<file path="src/rtl/alu_ctrl_seq.sv">
// alu_ctrl_seq: issuing side of the nbit ALU.
// It decodes MIPS-style {ALUOp, funct} requests into the ALU's aluop/cin and drives
// registered operands into the combinational ALU. It captures result/cout/zero and
// returns them on a valid/ready channel, with one request in flight at a time.
//
// state | meaning
// IDLE  | in_ready=1, waiting for a request
// ISSUE | operands/op driven to the ALU from registers
// CAPT  | ALU outputs settled, captured into out_* at the end of the cycle
// DONE  | response held until out_ready (out_valid rises one cycle after entry)

module alu_ctrl_seq #(
  parameter int WIDTH = 64
) (
  input  logic             clk,
  input  logic             rst,
  input  logic             in_valid,
  output logic             in_ready,
  input  logic [1:0]       in_aluop,
  input  logic [5:0]       in_funct,
  input  logic [WIDTH-1:0] in_a,
  input  logic [WIDTH-1:0] in_b,
  output logic [WIDTH-1:0] alu_a,
  output logic [WIDTH-1:0] alu_b,
  output logic             alu_cin,
  output logic [3:0]       alu_op,
  input  logic [WIDTH-1:0] alu_result,
  input  logic             alu_cout,
  input  logic             alu_zero,
  output logic             out_valid,
  input  logic             out_ready,
  output logic [WIDTH-1:0] out_result,
  output logic             out_cout,
  output logic             out_zero,
  output logic             out_err
);

  typedef enum logic [1:0] {
    IDLE  = 2'd0,
    ISSUE = 2'd1,
    CAPT  = 2'd2,
    DONE  = 2'd3
  } state_t;

  state_t           r_state;
  logic             r_in_ready;
  logic [WIDTH-1:0] r_alu_a;
  logic [WIDTH-1:0] r_alu_b;
  logic             r_alu_cin;
  logic [3:0]       r_alu_op;
  logic             r_out_valid;
  logic [WIDTH-1:0] r_out_result;
  logic             r_out_cout;
  logic             r_out_zero;
  logic             r_out_err;

  logic [3:0]       w_op;
  logic             w_cin;
  logic             w_legal;

  // Decode the incoming request to the ALU control word; flag unknown funct codes
  always_comb begin
    w_op    = 4'b0010;
    w_cin   = 1'b0;
    w_legal = 1'b1;
    case (in_aluop)
      2'b00: begin w_op = 4'b0010; w_cin = 1'b0; end
      2'b01: begin w_op = 4'b0110; w_cin = 1'b1; end
      2'b11: begin w_op = 4'b1101; w_cin = 1'b0; end
      default: begin
        case (in_funct)
          6'b100000: begin w_op = 4'b0010; w_cin = 1'b0; end
          6'b100010: begin w_op = 4'b0110; w_cin = 1'b1; end
          6'b100100: begin w_op = 4'b0000; w_cin = 1'b0; end
          6'b100101: begin w_op = 4'b0001; w_cin = 1'b0; end
          6'b100111: begin w_op = 4'b1100; w_cin = 1'b0; end
          6'b101010: begin w_op = 4'b0111; w_cin = 1'b1; end
          default:   begin w_legal = 1'b0; end
        endcase
      end
    endcase
  end

  // Sequencer: accept, issue to the ALU, capture, then hold the response until consumed
  always_ff @(posedge clk) begin
    if (rst) begin
      r_state      <= IDLE;
      r_in_ready   <= 1'b1;
      r_alu_a      <= '0;
      r_alu_b      <= '0;
      r_alu_cin    <= 1'b0;
      r_alu_op     <= 4'b0000;
      r_out_valid  <= 1'b0;
      r_out_result <= '0;
      r_out_cout   <= 1'b0;
      r_out_zero   <= 1'b0;
      r_out_err    <= 1'b0;
    end else begin
      case (r_state)
        IDLE: begin
          if (in_valid) begin
            r_in_ready <= 1'b0;
            if (w_legal) begin
              // ALU drive registers double as the request latch
              r_alu_a   <= in_a;
              r_alu_b   <= in_b;
              r_alu_cin <= w_cin;
              r_alu_op  <= w_op;
              r_state   <= ISSUE;
            end else begin
              // Illegal funct skips the ALU entirely and leaves alu_* untouched
              r_out_result <= '0;
              r_out_cout   <= 1'b0;
              r_out_zero   <= 1'b0;
              r_out_err    <= 1'b1;
              r_state      <= DONE;
            end
          end
        end
        ISSUE: begin
          r_state <= CAPT;
        end
        CAPT: begin
          r_out_result <= alu_result;
          r_out_cout   <= alu_cout;
          r_out_zero   <= alu_zero;
          r_out_err    <= 1'b0;
          r_state      <= DONE;
        end
        DONE: begin
          if (!r_out_valid) begin
            r_out_valid <= 1'b1;
          end else if (out_ready) begin
            r_out_valid <= 1'b0;
            r_in_ready  <= 1'b1;
            r_state     <= IDLE;
          end
        end
        default: begin
          r_state    <= IDLE;
          r_in_ready <= 1'b1;
        end
      endcase
    end
  end

  assign in_ready   = r_in_ready;
  assign alu_a      = r_alu_a;
  assign alu_b      = r_alu_b;
  assign alu_cin    = r_alu_cin;
  assign alu_op     = r_alu_op;
  assign out_valid  = r_out_valid;
  assign out_result = r_out_result;
  assign out_cout   = r_out_cout;
  assign out_zero   = r_out_zero;
  assign out_err    = r_out_err;

endmodule

</file>
<file path="config.mk">
export PLATFORM = sky130hd
export DESIGN_NAME = alu_ctrl_seq
export DESIGN_NICKNAME = d
export VERILOG_FILES = /design/src/rtl/alu_ctrl_seq.sv
export SDC_FILE = /design/constraint.sdc
export NUM_CORES = 1
export LEC_CHECK = 0
export BUFFER_PORTS_ARGS = -buffer_cell sky130_fd_sc_hd__buf_4
export CAP_MARGIN = 20
export CELL_PAD_IN_SITES_DETAIL_PLACEMENT = 1
export CELL_PAD_IN_SITES_GLOBAL_PLACEMENT = 2
export CORE_AREA = 5 5 189 191
export CTS_CLUSTER_SIZE = 16
export DETAILED_ROUTE_END_ITERATION = 8
export DIE_AREA = 0 0 194 196
export PLACE_DENSITY_LB_ADDON = 0.1
export SLEW_MARGIN = 20
export SYNTH_ARGS = -nofsm -noshare
export SYNTH_HDL_FRONTEND = slang
export SYNTH_SLANG_ARGS = --single-unit
export TNS_END_PERCENT = 20
</file>
<file path="constraint.sdc">
create_clock -name clk -period 2.4 [get_ports clk]
set_input_delay 0.24 -clock clk [delete_from_list [all_inputs] [get_ports clk]]
set_output_delay 0.24 -clock clk [all_outputs]
set_load 0.02 [all_outputs]
</file>
==> impl_results.md <==
- Status: finished, final reports clean
- Critical path data arrival time: roughly 2400 ps
- Gr usage total: 0.1694
- Worst Max-Slew Pin Slew: 532.1 ps
- Gp weighted congestion: 0.7409
- Residual DRC count: 0
- Mapped Cells: 1008
- Predominant post-synthesis flop cell: dfxtp_1
- DRT Pass-1 Iters: 4
- Routed len/inst: between 15 and 20 µm
- CTS H-tree lvls: 1
- Largest net degree at the start of global routing: slightly above 80
- Post-synth EDFFs: 0
- Maxcap violations: 0
- Chip Height: 196 µm
- Clk pin slew, worst setup/hold paths: 60 ps
- Most area-consuming cells after synthesis: dfxtp_1 51%, nand2_1 15%, a21oi_1 12%, a21o_1 6.4%, nand3_1 4.4%
- VDD IR max: 0.0006088 V
- Power Dens Cells: approximately 900 nW/µm²
- TritonCTS clock tree: yes
- Post-synthesis sequential area ratio: 0.5130
- Vias/cell: 4.411
- I/O Pins: 408
- DR WL met3: 3036 µm
- Die Width: between 150 and 200 µm
- Netlist cell types: 29
- Synth async-reset ratio: 0
- Final WS setup: 447.9 ps
- Initial drt markers: roughly 180
- Syn Nets: 1217
- Tcrit/Tclk final: 0.8134
- Count of input and output buffers: ~410
- Post-DRT Antenna Nets: 0
- Dpl cell area: 11430 µm²
- Wire length on met1: around 14000 µm
- CTS Sinks: 204
- Post-synthesis average cell area: 7.897 µm²
- CP startpoint: r_state[0]
- Final instance area: 13580 µm²
- DRT Wirelength: 33890 µm
- Cts repair resizes: 0
- Total grt overflow: 0
- Worst slack, placed: 302.0 ps
- Initial antenna violation count: 3
- Critical path launch point type: flop
- Maximum clock insertion buffer count: 3
- FF+latch count, synth: about 200
- WP data required: between 2000 and 3000 ps
- Die area: 38020 µm²
- Post-CTS Setup Bufs: 0
- Setup TNS: 0 ps
- Layout Utilization: 0.4000
- HP Start: in_aluop[0]
- RSZ-0062 raised after global routing: no
- Synth warnings: 0
- Tot Pwr: 11880 µW
- Via count: 8721
- Top-area cell type share of the netlist area: 0.5130
- Num CTS Buffers: 27
- Layout cells sized above 1: 0.3099
- Row count: 68
- Vias in the first global route: 9238
- Uppermost routed layer: met4
- Most used cell, CP: nand2_1
- Clk_lat worst skew: 520 ps
- Total Nets Final: 1712
- Worst setup path category: flop to flop
- Post-synth top area cell: dfxtp_1
- CTS Hold Bufs: between 100 and 150
- HPWL Detailed: 22950 µm
- Root Buffer Master: clkbuf_16
- Area Growth Syn to Fin: 70.61%
- CP Max Fanout: 81
- Crit path time final: 1952 ps
- First-pass GRT wire length: 52890 µm
- Clock Skew: between 6 and 7 ps
- CP Capture Type: flop
- # setup viols final: 0
- Met2 wire length: 16250 µm
- Syn Std Cell Area: 7960 µm²
- Leakage: 0.005665 µW
- Delay of the slowest critical-path stage: 320 ps
- Most frequent cell after synthesis: nand2_1
- FF-to-FF Start: r_state[0]
- Fmax: 512.3 MHz
- Slew margin rel.: 0.6415
- CP max stage cell: dfxtp_1
- Pins Over Slew Limit: 0
- Starting Density: 0.2345
- Final Hold Violating Endpoints: 0
- CP cell instances: inv_1 -> ha_1 -> nand2_1 -> nor4_1 -> buf_4 -> a21o_4 -> buf_12 -> nand2_1 -> a21oi_1
- Most common library cells after synthesis: 325 x nand2_1, 204 x dfxtp_1, 197 x a21oi_1
- Core Region: 33950 µm²
- Worst hold path class: input pin to flop
## cells in the final DEF, fill, tap and decap left out, types with 3 or more instances in the layout
| cell | n |
|---|---|
| inv_1 | 4 |
| buf_12 | 11 |
| clkbuf_8 | 9 |
| clkbuf_16 | 27 |
| clkbuf_1 | 7 |
| dlygate4sd3_1 | 130 |
| dfxtp_1 | 204 |
| buf_4 | 414 |
| a21o_1 | 67 |
| nand3_1 | 70 |
| nor2_1 | 12 |
| a211oi_1 | 3 |
| o21ai_0 | 6 |
| a21oi_1 | 197 |
| nor3_1 | 5 |
| nor2b_1 | 6 |
| nand2_1 | 325 |
## flip-flops by register name (all words and copies together) (netlist names), 2 cells and up
signal / count
alu_b: 64
out_result: 64
alu_a: 64
alu_op: 4
r_state: 2
## area by class of cell
type | instances | area [µm²]
inverters | 4 | 15.01
well taps | 455 | 569.3
fillers | 4042 | 20370
clock buffers | 43 | 825.8
diodes | 2 | 5.005
repair buffers | 556 | 4641
multi-input cells | 710 | 3423
clock inverters | 3 | 17.52
flip-flops and latches | 204 | 4084
## metal layers
layer / GRT usage / up-vias
met2: 0.2859 / 262
met3: 0.06921 / 48
met4: 0.04609 / 0
li1: - / 4331
met5: 0 / -
met1: 0.2001 / 4080
## power breakdown
group	internal, µW	switching [µW]	leakage [µW]
Combinational	1560	2430	0.00359
Sequential	3840	236	0.00166
Clock	2320	1500	0.000414
## stage by stage
stage / hold slack (ps) / cells
final: 45.27 / 1977
after global routing: 26.21 / 1977
after CTS: 14.99 / 1975
after detailed placement: 447.2 / 1799
after global placement: 442.9 / 1799
after floorplan: 376.0 / 1008
## kinds of logic after synthesis
group / Yosys count / synth area share
AND/OR/NAND/NOR: 425 / 0.2168
AO/OA/AOI/OAI: 282 / 0.2040
flip-flops: 204 / 0.5130
buffers and inverters: 94 / 0.06146
adder cells (fa/ha/maj): 3 / 0.004716
## worst paths after layout
| kind | to | slack, ps | cells after the start |
|---|---|---|---|
| worst min-delay path | alu_op[3] | 50 | 3 |
| worst max-delay path | alu_b[53] | 450 | 9 |
| worst max register to register | alu_b[53] | 450 | 9 |
| worst min register to register | alu_a[12] | 450 | 2 |
## worst max-delay path: cells and delay by family (launching register included)
family | cells | cell delay, ps
flip-flops | 1 | 320
AO/OA/AOI/OAI | 2 | 290
AND/OR/NAND/NOR | 3 | 470
adder cells (fa/ha/maj) | 1 | 170
buffers and inverters | 3 | 570
No activity file was read; power rests on OpenSTA's default activity.
